--- src/rtl/pipe_ctrl_pkg.sv ---
// Shared opcodes, controller state encoding and scoreboard sizing for the decode hazard controller.
package pipe_ctrl_pkg;

  localparam logic [3:0] OP_HALT = 4'b0000;
  localparam logic [3:0] OP_LD   = 4'b1000;
  localparam logic [3:0] OP_ST   = 4'b0111;
  localparam logic [3:0] OP_BR   = 4'b0010;
  localparam logic [3:0] OP_JMP  = 4'b0100;

  typedef enum logic [1:0] {
    ST_RUN    = 2'b00,
    ST_FLUSH  = 2'b01,
    ST_DRAIN  = 2'b10,
    ST_HALTED = 2'b11
  } ctrl_state_t;

  // Counter must hold WB_LAT itself, so size for WB_LAT+1 values.
  function automatic int sb_cnt_w(input int wb_lat);
    return (wb_lat < 1) ? 1 : $clog2(wb_lat + 1);
  endfunction

  localparam int WB_LAT_DEFAULT = 3;
  localparam int SB_CNT_W       = sb_cnt_w(WB_LAT_DEFAULT);

endpackage

--- src/rtl/reg_scoreboard.sv ---
// Per-register write-back countdown with load tags; answers "is this source pending" for decode.
// PIPE_HAZARD_FORWARD_EN narrows pending to load-use at distance one.
module reg_scoreboard
  import pipe_ctrl_pkg::*;
#(
  parameter  int NUM_REGS = 8,
  parameter  int WB_LAT   = 3,
  localparam int RW       = $clog2(NUM_REGS),
  localparam int CW       = sb_cnt_w(WB_LAT)
) (
  input  logic                clk,
  input  logic                rst,
  input  logic                set_vld,
  input  logic [RW-1:0]       set_reg,
  input  logic                set_load,
  input  logic [RW-1:0]       src1,
  input  logic [RW-1:0]       src2,
  output logic                pend1,
  output logic                pend2,
  output logic [NUM_REGS-1:0] busy_mask
);

  logic [CW-1:0]       cnt_q [NUM_REGS];
  logic [CW-1:0]       cnt_d [NUM_REGS];
  logic [NUM_REGS-1:0] load_q;
  logic [NUM_REGS-1:0] load_d;

  always_comb begin
    load_d = load_q;
    for (int r = 0; r < NUM_REGS; r++) begin
      cnt_d[r]     = (cnt_q[r] != '0) ? cnt_q[r] - CW'(1) : cnt_q[r];
      busy_mask[r] = (cnt_q[r] != '0);
    end
    // A new issue overrides the ordinary decrement of the same entry.
    if (set_vld) begin
      cnt_d[set_reg]  = CW'(WB_LAT);
      load_d[set_reg] = set_load;
    end
  end

  always_ff @(posedge clk or posedge rst) begin
    if (rst) begin
      load_q <= '0;
      for (int r = 0; r < NUM_REGS; r++) cnt_q[r] <= '0;
    end else begin
      load_q <= load_d;
      for (int r = 0; r < NUM_REGS; r++) cnt_q[r] <= cnt_d[r];
    end
  end

`ifdef PIPE_HAZARD_FORWARD_EN
  assign pend1 = load_q[src1] & (cnt_q[src1] == CW'(WB_LAT));
  assign pend2 = load_q[src2] & (cnt_q[src2] == CW'(WB_LAT));
`else
  assign pend1 = busy_mask[src1];
  assign pend2 = busy_mask[src2];
`endif

endmodule

--- src/rtl/pipeline_hazard_ctrl.sv ---
// Decode-stage sequencer: RAW stalls, branch flushes and halt drain for the 16-bit pipeline.
// Optional macro PIPE_HAZARD_FORWARD_EN selects the forwarding-aware hazard rule in the scoreboard.
module pipeline_hazard_ctrl
  import pipe_ctrl_pkg::*;
#(
  parameter  int NUM_REGS  = 8,
  parameter  int WB_LAT    = 3,
  parameter  int FLUSH_CYC = 1,
  localparam int RW        = $clog2(NUM_REGS)
) (
  input  logic                clk,
  input  logic                rst,
  input  logic                id_valid,
  input  logic [3:0]          id_op,
  input  logic [RW-1:0]       id_src1,
  input  logic                id_src1_en,
  input  logic [RW-1:0]       id_src2,
  input  logic                id_src2_en,
  input  logic [RW-1:0]       id_wr_reg,
  input  logic                id_wr_en,
  input  logic                ex_br_valid,
  input  logic                ex_br_taken,
  output logic                stall_if,
  output logic                bubble_id,
  output logic                flush_if,
  output logic                halted,
  output logic [NUM_REGS-1:0] busy_mask
);

  localparam int FCW = (FLUSH_CYC > 1) ? $clog2(FLUSH_CYC) : 1;

  ctrl_state_t    state_q;
  logic [FCW-1:0] flush_cnt_q;
  logic           halted_q;
  logic           pend1, pend2;
  logic           hazard, flush_now, issue, in_run, hold;

  assign in_run    = (state_q == ST_RUN);
  assign hold      = (state_q == ST_DRAIN) | (state_q == ST_HALTED);
  assign hazard    = id_valid & ((id_src1_en & pend1) | (id_src2_en & pend2));
  assign flush_now = !rst & ex_br_valid & ex_br_taken & (in_run | (state_q == ST_FLUSH));
  assign issue     = !rst & id_valid & in_run & !hazard & !flush_now;

  // Outputs are forced low while reset is asserted, regardless of inputs.
  assign flush_if  = !rst & (flush_now | (state_q == ST_FLUSH));
  assign stall_if  = !rst & ((in_run & hazard & !flush_now) | hold);
  assign bubble_id = stall_if | flush_if;
  assign halted    = halted_q;

  reg_scoreboard #(
    .NUM_REGS (NUM_REGS),
    .WB_LAT   (WB_LAT)
  ) u_sb (
    .clk       (clk),
    .rst       (rst),
    .set_vld   (issue & id_wr_en),
    .set_reg   (id_wr_reg),
    .set_load  (id_op == OP_LD),
    .src1      (id_src1),
    .src2      (id_src2),
    .pend1     (pend1),
    .pend2     (pend2),
    .busy_mask (busy_mask)
  );

  always_ff @(posedge clk or posedge rst) begin
    if (rst) begin
      state_q     <= ST_RUN;
      flush_cnt_q <= '0;
      halted_q    <= 1'b0;
    end else begin
      case (state_q)
        ST_RUN: begin
          if (flush_now) begin
            if (FLUSH_CYC > 1) begin
              state_q     <= ST_FLUSH;
              flush_cnt_q <= FCW'(FLUSH_CYC - 1);
            end
          end else if (issue && id_op == OP_HALT) begin
            state_q <= ST_DRAIN;
          end
        end
        ST_FLUSH: begin
          if (flush_now) begin
            flush_cnt_q <= FCW'(FLUSH_CYC - 1);
          end else if (flush_cnt_q <= FCW'(1)) begin
            state_q     <= ST_RUN;
            flush_cnt_q <= '0;
          end else begin
            flush_cnt_q <= flush_cnt_q - FCW'(1);
          end
        end
        ST_DRAIN: begin
          if (busy_mask == '0) begin
            state_q  <= ST_HALTED;
            halted_q <= 1'b1;
          end
        end
        default: begin
          state_q  <= ST_HALTED;
          halted_q <= 1'b1;
        end
      endcase
    end
  end

endmodule

--- config.mk ---
export PLATFORM = sky130hd
export DESIGN_NAME = pipeline_hazard_ctrl
export DESIGN_NICKNAME = d
export VERILOG_FILES = /design/src/rtl/pipe_ctrl_pkg.sv /design/src/rtl/reg_scoreboard.sv /design/src/rtl/pipeline_hazard_ctrl.sv
export SDC_FILE = /design/constraint.sdc
export NUM_CORES = 1
export LEC_CHECK = 0
export ABC_AREA = 1
export ABC_CLOCK_PERIOD_IN_PS = 3520
export CELL_PAD_IN_SITES_DETAIL_PLACEMENT = 1
export CELL_PAD_IN_SITES_GLOBAL_PLACEMENT = 1
export CORE_AREA = 2 2 66 68
export DETAILED_ROUTE_END_ITERATION = 16
export DIE_AREA = 0 0 68 70
export PLACE_DENSITY_LB_ADDON = 0.08
export SETUP_SLACK_MARGIN = 0.5
export SLEW_MARGIN = 30
export SYNTH_ARGS = -nofsm -noshare
export SYNTH_HDL_FRONTEND = slang
export SYNTH_SLANG_ARGS = --single-unit
--- constraint.sdc ---
create_clock -name clk -period 3.52 [get_ports clk]
set_input_delay 0.704 -clock clk [delete_from_list [all_inputs] [get_ports clk]]
set_output_delay 0.704 -clock clk [all_outputs]
set_load 0.02 [all_outputs]
* Word level (Yosys, flattened, before mapping)
Cells that the tools add are included.
** Word-level totals
- Flip-flop bits (word level) :: 20
- Bits in latches :: 0
- RAM bits :: 0
- ROM bits :: 0
- Input port bits :: 21
- Logic and storage cells :: 101
- Memories :: 0
** Operators by class
- Add/sub/neg operators :: 9
- $mul :: 0
- Div/mod/pow operators :: 0
- $lt $le $gt $ge :: 5
- Eq/ne operators :: 8
- Shifts and indexed selects :: 0
- Mux-type cells :: 25
- Bitwise logic cells :: 24
- Reduce and logical (&&, ||, !) cells :: 19
** Operators by type and width (number)
- $mux W2 :: 14
- $mux W16 :: 1
- $or A16 B16 Y16 :: 1
- $reduce_bool A2 Y1 :: 8
- $sub A2 B1 Y2 const B :: 8
- $and A1 B1 Y1 :: 15
- $logic_not A8 Y1 :: 1
- $lt A3 B4 Y1 const B :: 2
- $bmux W1 S3 :: 2
- $demux W2 S3 :: 1
- $ne A2 B1 Y1 const B :: 3
- $or A1 B1 Y1 :: 6
- $pmux W2 S3 :: 1
- $mux W1 :: 5
- $reduce_and A5 Y1 :: 1
- $eq A2 B2 Y1 const B :: 2
- $ge A4 B4 Y1 const B :: 1
- $logic_not A4 Y1 :: 1
- $lt A4 B1 Y1 const B :: 1
- $ne A2 B2 Y1 const B :: 2
- $not A3 Y4 :: 1
- $logic_not A1 Y1 :: 3
- $eq A2 B1 Y1 const B :: 1
- $logic_and A1 B1 Y1 :: 2
- 7 further kinds :: 7

* Longest topological paths before layout
Gate-level depths: netlist (run 1).
- Depth after elaboration :: 13
- Mapped depth :: 10
- Gate-level depth less buffers :: 9

* Cells and area by module
From an unflattened synthesis (run 1), not the netlist that was laid out.
** Second synthesis, totals
- Cells, all modules :: 167
- Area total of the unflattened synthesis :: 1084.8 µm²
** By module, submodules not included
- reg_scoreboard :: times used 1, cells each 122, area each 832.0 µm²
- pipeline_hazard_ctrl :: times used 1, cells each 45, area each 252.7 µm²

* Worst setup path after synthesis (run 1)
Ideal clock, no wire load.
- Kind :: input to output
- Start point :: input rst
- End point :: output bubble_id
- Arrival time :: 1.535 ns
- Setup slack :: 1.281 ns
- Stages :: 3
- Path buffers :: 0
- Path through :: inv_1 -> a21oi_1 -> o211ai_1
** Between the ends
- Cells in the longest elaborated chain, start to end :: 9
- Elaborated cells between the ends (all ways) :: 11
- Those cells by class :: 9 x bitwise; 2 x reduce/logical
** RTL lines
- start: declaration :: line pipeline_hazard_ctrl.sv:12 : input logic rst,
- $logic_not A1 Y1 (no source line) *
- $and A1 B1 Y1 (3 in series) :: line pipeline_hazard_ctrl.sv:41 : assign flush_now = !rst & ex_br_valid & ex_br_taken & (in_run | (state_q == ST_FLUSH));
- $logic_not A1 Y1 :: line pipeline_hazard_ctrl.sv:46 : assign stall_if = !rst & ((in_run & hazard & !flush_now) | hold);
- $and A1 B1 Y1 :: line pipeline_hazard_ctrl.sv:46
- $or A1 B1 Y1 :: line pipeline_hazard_ctrl.sv:46
- $and A1 B1 Y1 :: line pipeline_hazard_ctrl.sv:46
- $or A1 B1 Y1 * :: line pipeline_hazard_ctrl.sv:47 : assign bubble_id = stall_if | flush_if;
- end: declaration :: line pipeline_hazard_ctrl.sv:24 : output logic bubble_id,
Every way passes the cells marked *; elsewhere a longest branch is shown, timed or not.

* Worst setup path after layout (run 1)
- Start point :: input rst
- End point :: output stall_if
** Between the ends
- Cells in the longest elaborated chain, start to end :: 8
** RTL lines
- $logic_not A1 Y1 (no source line) *
- $and A1 B1 Y1 (3 in series) :: line pipeline_hazard_ctrl.sv:41
- $logic_not A1 Y1 :: line pipeline_hazard_ctrl.sv:46
- $and A1 B1 Y1 :: line pipeline_hazard_ctrl.sv:46
- $or A1 B1 Y1 :: line pipeline_hazard_ctrl.sv:46
- $and A1 B1 Y1 * :: line pipeline_hazard_ctrl.sv:46
- end: declaration :: line pipeline_hazard_ctrl.sv:23 : output logic stall_if,
Marks and branches as above.

==> results of run 1 <==
## cell families (layout without fill, tap and decap cells)
group,count (synthesis),in the layout
AND/OR/NAND/NOR,132,132
buffers and inverters,42,76
flip-flops,19,19
AO/OA/AOI/OAI,15,15
## sequential cells by signal, summed over array words and instances (netlist names)
register    cells
halted          1
state_q         2
u_sb.cnt_q     16
## through the flow
step / hold slack, ns / area [um2] / utilization, % / setup slack, ns / std cells
after global placement: 0.456 / 1790 / 43.1 / 0.191 / 290
final: 0.474 / 1840 / 44.4 / 0.592 / 294
after floorplan: 0.512 / 1420 / - / 1.28 / 208
after CTS: 0.486 / 1830 / 44.2 / 0.465 / 294
after global routing: 0.503 / 1840 / 44.4 / 0.508 / 294
after detailed placement: 0.467 / 1790 / 43.1 / 0.135 / 290
## worst max-delay path by stage
stage	slack [ns]	depth (start not counted)	end
6_report	0.59	7	stall_if
5_1_grt	0.51	7	stall_if
4_1_cts	0.47	10	stall_if
3_5_place_dp	0.14	10	stall_if
3_3_place_gp	0.19	10	bubble_id
2_1_floorplan	1.28	3	bubble_id
## worst max-delay path, cell delays in order
cell,delay [ns]
clkdlybuf4s50_1,0.48
nor2_2,0.21
nand4_2,0.23
inv_2,0.14
nand2_1,0.07
o21ai_0,0.09
clkdlybuf4s15_2,0.29
## power by group through the flow
stage / logic, uW / registers (uW) / clock network (uW)
after global placement: 69.9 / 222 / 0
after floorplan: 32.9 / 222 / 0
after global routing: 76.9 / 218 / 172
after detailed placement: 70.2 / 222 / 0
after CTS: 70.3 / 218 / 168
final: 68.8 / 218 / 160
## placed cells by master (no fill, tap or decap), drive strengths merged, types with 3 or more instances in the layout
master,instances
clkbuf,4
nand4,4
nand2,69
o21ai,10
nand3,35
inv,38
dfrtp,19
clkdlybuf4s50,27
dlymetal6s2s,3
nor2,20
buf,3
## timing repair
| item | in CTS | in global routing |
|---|---|---|
| hold endpoints to repair | 0 | 0 |
| resized for setup | 9 | 3 |
| pin swaps | 0 | 0 |
| setup endpoints to repair | 3 | 3 |
| cloned | 0 | 0 |
## per-layer routing
layer	vias to the layer above	global-route usage [%]
met2	28	30.1
met5	-	0
met1	667	25.0
met3	4	2.42
li1	721	-
met4	0	4.67
## cell type report
class | count | area (um2)
fillers | 554 | 2310
multi-input cells | 147 | 771
flip-flops and latches | 19 | 475
repair buffers | 34 | 339
inverters | 38 | 143
well taps | 52 | 65.1
clock buffers | 4 | 45.0
==> run_results.csv, run 1 <==
group,metric,value,unit
status,status,"finished clean",
setup_path,cp.arrival,2.22,ns
logic_synthesis,synth-seq-cells,19,
cts,cts_tree,"built",
power_and_ir_drop,p_sw_share,25.9,%
worst_hold_path,hold_depth,2,
place,place_congestion,0.744,
cts,path_clk_slew,0.08,ns
die,fp.dieArea,4760,um2
logic_synthesis,synthArstFlopShare,100,%
die,die_w,68,um
grt,grt_pass1_wl,6.67,mm
power_and_ir_drop,p_seq_share,48.8,%
route,route.vias.total,1420,
cts,cts-root-buf,"clkbuf_8",
setup_path,startpoint,"rst",
cts,clockBufferDepth,2,
sta,slew_viol_final,0,
cts,cts_buffers,3,
logic_synthesis,muxShareOfSynthArea,0,%
logic_synthesis,synth.most_common_cell,"nand2_1",
power_and_ir_drop,irDropWorstVdd,0.130,mV
sta,min_period_over_period,83.2,%
logic_synthesis,synth_edf_count,0,
setup_path,critPathMaxFanout,4,
sta,final.min_clock_period,2.93,ns
logic_synthesis,synth_top_family_by_area,"simple AND/OR/NAND/NOR gates",
setup_path,required,2.82,ns
setup_path,cp-start-kind,"input port",
sta,finalHoldViolCount,0,
logic_synthesis,syn_area,1420,um2
sta,setup_tns,0,ns
route,wl_met2,1.80,mm
route,totalWireLength,3.88,mm
die,placementRows,24,
cts,htreeDepth,1,
sta,fin_worst_skew,0.00116,ns
grt,overflow,0,
power_and_ir_drop,clkPwrFrac,35.8,%
die,io_pins,33,
grt,grt_pass1_vias,1477,
die,die_y,70,um
setup_path,r2r-end,"u_sb.cnt_q[5]",
route,vias_per_cell,4.83,
cts,post-cts-setup-buffers,0,
final_layout,final_nets,264,
logic_synthesis,synthAdderAreaFrac,0,%
sta,slew_headroom,76.9,%
cts,clock_sinks,19,
logic_synthesis,synth_cells,208,
logic_synthesis,synthSimpleGateAreaFrac,48.2,%
worst_hold_path,whs_endpoint,"halted",
logic_synthesis,synth_area_per_cell,6.85,um2
logic_synthesis,synth_compound_area_share,5.80,%
setup_path,critical_path_class,"input port to output port",
route,met3_length,142,um
power_and_ir_drop,power,447,uW
route,final_antenna_net_count,0,
sta,max_freq,342,MHz
worst_hold_path,hp-start,"halted",
setup_path,cp-end-kind,"output port",
power_and_ir_drop,p_leak,0.00115,uW
logic_synthesis,ys_top_cells_by_area,"dfrtp_1 33%, nand2_1 18%, nand3_1 11%, inv_1 9.8%, nor2_4 5.5%",
cts,hold_buffers,0,
sta,finalSetupViolCount,0,
power_and_ir_drop,p_sw,116,uW
route,routedWlPerCell,13.2,um
logic_synthesis,syn-num-nets,229,
final_layout,drive_above_1_share,11.2,%
logic_synthesis,synth_xor_area_share,0,%
sta,rsz0062_at_grt,"no",
worst_hold_path,hold_path_class,"register to register",
setup_path,r2r_setup_slack,1.92,ns
logic_synthesis,ys_seq_area_share,33.4,%
grt,track_usage,18.3,%
setup_path,rr_worst_depth,9,
logic_synthesis,synth_flop_cell,"dfrtp_1",
sta,worst_pin_slew,0.343,ns
setup_path,r2r-start,"u_sb.cnt_q[7]",
logic_synthesis,ys_top_cells_by_count,"68 x nand2_1, 37 x inv_1, 30 x nand3_1, 19 x dfrtp_1, 11 x nor2_1",
die,core_area,4140,um2
route,post-route-drc-count,0,
place,place_hpwl,2.88,mm
logic_synthesis,synth.distinct_cells,26,
route,drtIter0Drc,68,
die,initial_core_util,34.4,%
logic_synthesis,netlist.area_leader.share,33.4,%
cts,clock_latency,0.26,ns
logic_synthesis,synth_warnings,0,
logic_synthesis,yosysTopAreaCell,"dfrtp_1",
route,routed.top_layer,"met4",
grt,antenna_found_initial,0,
power_and_ir_drop,intPower,331,uW
power_and_ir_drop,comb_power_share,15.4,%
route,drt-met1-wl,1.90,mm
power_and_ir_drop,powerDensity,243,nW/um2
grt,grt_max_degree,20,
final_layout,antenna_cells,0,
place,port_buffers,32,
flow_run,cap_violations,0,
route,first_pass_iters,4,
final_layout,syn_to_final_growth,29.1,%
No activity file was read; power rests on OpenSTA's default activity.
==> inputs of run 2 (changes only) <==
Settings changed: ABC_CLOCK_PERIOD_IN_PS 3520 to 2980, CORE_AREA 2 2 66 68 to 2 2 67 69, DIE_AREA 0 0 68 70 to 0 0 69 71.
Clock period 3.52 ns to 2.98 ns, I/O delays scaled along.
==> run_results.csv, run 2 (synthesized netlist as in run 1, its figures left out) <==
group,metric,value,unit
sta,slew_viol_final,0,
setup_path,r2r-end,"u_sb.cnt_q[7]",
sta,max_freq,410,MHz
worst_hold_path,hold_path_class,"register to register",
sta,min_period_over_period,81.8,%
die,initial_core_util,33.9,%
final_layout,largest_reg_flops,16,
final_layout,antenna_cells,0,
die,fp.dieArea,4900,um2
route,routedWlPerCell,13.7,um
power_and_ir_drop,powerDensity,284,nW/um2
sta,final.min_clock_period,2.44,ns
die,core_area,4200,um2
setup_path,critical_path_class,"input port to output port",
setup_path,rr_worst_depth,9,
cts,cts-root-buf,"clkbuf_8",
route,final_antenna_net_count,0,
cts,htreeDepth,1,
cts,hold_buffers,0,
grt,track_usage,17.4,%
power_and_ir_drop,p_leak,0.00116,uW
setup_path,cp_slowest_stage_delay,0.49,ns
final_layout,final_common_cell,"nand2_1",
sta,finalSetupViolCount,0,
route,first_pass_iters,4,
setup_path,required,2.38,ns
cts,clockBufferDepth,2,
grt,grt_max_degree,20,
sta,fin_worst_skew,0.00669,ns
setup_path,crit_chain,"clkdlybuf4s50_1 -> nand3b_1 -> nand3_2 -> nand2_4 -> nand2_1 -> o211ai_1 -> buf_4",
place,postPlaceCellArea,1820,um2
setup_path,r2r-start,"u_sb.cnt_q[7]",
cts,cts_tree,"built",
setup_path,critPathMaxFanout,2,
sta,holdWs,0.489,ns
setup_path,cp.arrival,1.84,ns
final_layout,final_cell_mix,"68 x nand2_1, 37 x inv_1, 29 x nand3_1",
final_layout,final_nets,268,
cts,clock_sinks,19,
route,route.vias.total,1449,
setup_path,cp_slowest_cell,"clkdlybuf4s50_1",
route,vias_per_cell,4.86,
grt,overflow,0,
sta,worst_pin_slew,0.355,ns
place,place_congestion,0.729,
final_layout,syn_to_final_growth,31.5,%
setup_path,cp-start-kind,"input port",
flow_run,cap_violations,0,
sta,slew_headroom,76.1,%
final_layout,drive_above_1_share,13.4,%
status,status,"finished clean",
die,io_pins,33,
sta,finalHoldViolCount,0,
setup_path,startpoint,"id_src2[2]",
grt,antenna_found_initial,0,
die,die_w,69,um
worst_hold_path,hold_depth,2,
route,post-route-drc-count,0,
place,preCtsSetupSlack,-0.150,ns
die,die_y,71,um
setup_path,r2r_setup_slack,1.28,ns
setup_path,cp-end-kind,"output port",
sta,setup_slack,0.541,ns
setup_path,endpoint,"bubble_id",
final_layout,final_cell_area,1870,um2
cts,path_clk_slew,0.08,ns
cts,cts_buffers,3,
cts,clock_latency,0.26,ns
place,port_buffers,32,
route,drtIter0Drc,58,
grt,grt_pass1_vias,1473,
final_layout,regMostFlops,"u_sb.cnt_q",
route,totalWireLength,4.07,mm
place,place_hpwl,3.03,mm
sta,rsz0062_at_grt,"no",
die,placementRows,24,
power_and_ir_drop,irDropWorstVdd,0.110,mV
grt,grt_pass1_wl,6.89,mm
-- run 2: critical path: cells and delay by family --
kind	cells	cell delay, ns
AND/OR/NAND/NOR	4	0.45
buffers and inverters	2	0.68
AO/OA/AOI/OAI	1	0.11
-- run 2: metal layers --
metal	track usage [%]	wire, um	vias to the layer above
li1	-	-	728
met3	3.99	207	8
met4	5.45	96	0
met1	23.0	1950	676
met2	28.3	1820	37
met5	0	0	-
-- run 2: metrics by stage --
stage / std cells / setup TNS [ns] / power (uW) / utilization, %
2_1_floorplan: 208 / 0 / 302 / -
3_3_place_gp: 294 / -0.271 / 347 / 43.2
3_5_place_dp: 294 / -0.285 / 348 / 43.2
4_1_cts: 298 / 0 / 539 / 44.3
5_1_grt: 298 / 0 / 556 / 44.5
6_report: 298 / 0 / 532 / 44.5
-- run 2: final cells by class --
cell class                 count  area [um2]
sequential                    19         475
multi-input combinational    147         788
timing repair buffer          38         355
inverter                      38         143
tap                           52        65.1
fill                         538        2330
clock buffer                   4        45.0
-- run 2: power by group --
group	leakage [uW]	switching (uW)	internal, uW
logic	0.000892	45.6	39.6
registers	0.000250	0	258
clock network	0.0000228	93.5	95.3
-- run 2: worst min path at each step --
stage / startpoint / endpoint / slack [ns]
4_1_cts: halted / halted / 0.49
5_1_grt: halted / halted / 0.52
3_3_place_gp: halted / halted / 0.45
3_5_place_dp: halted / halted / 0.47
2_1_floorplan: state_q[0] / state_q[1] / 0.51
6_report: halted / halted / 0.49
-- run 2: timing repair --
action / 4_1_cts / 5_1_grt
pin swaps: 1 / 0
setup buffers: 0 / 0
setup endpoints to repair: 3 / 3
gates resized for setup: 16 / 7
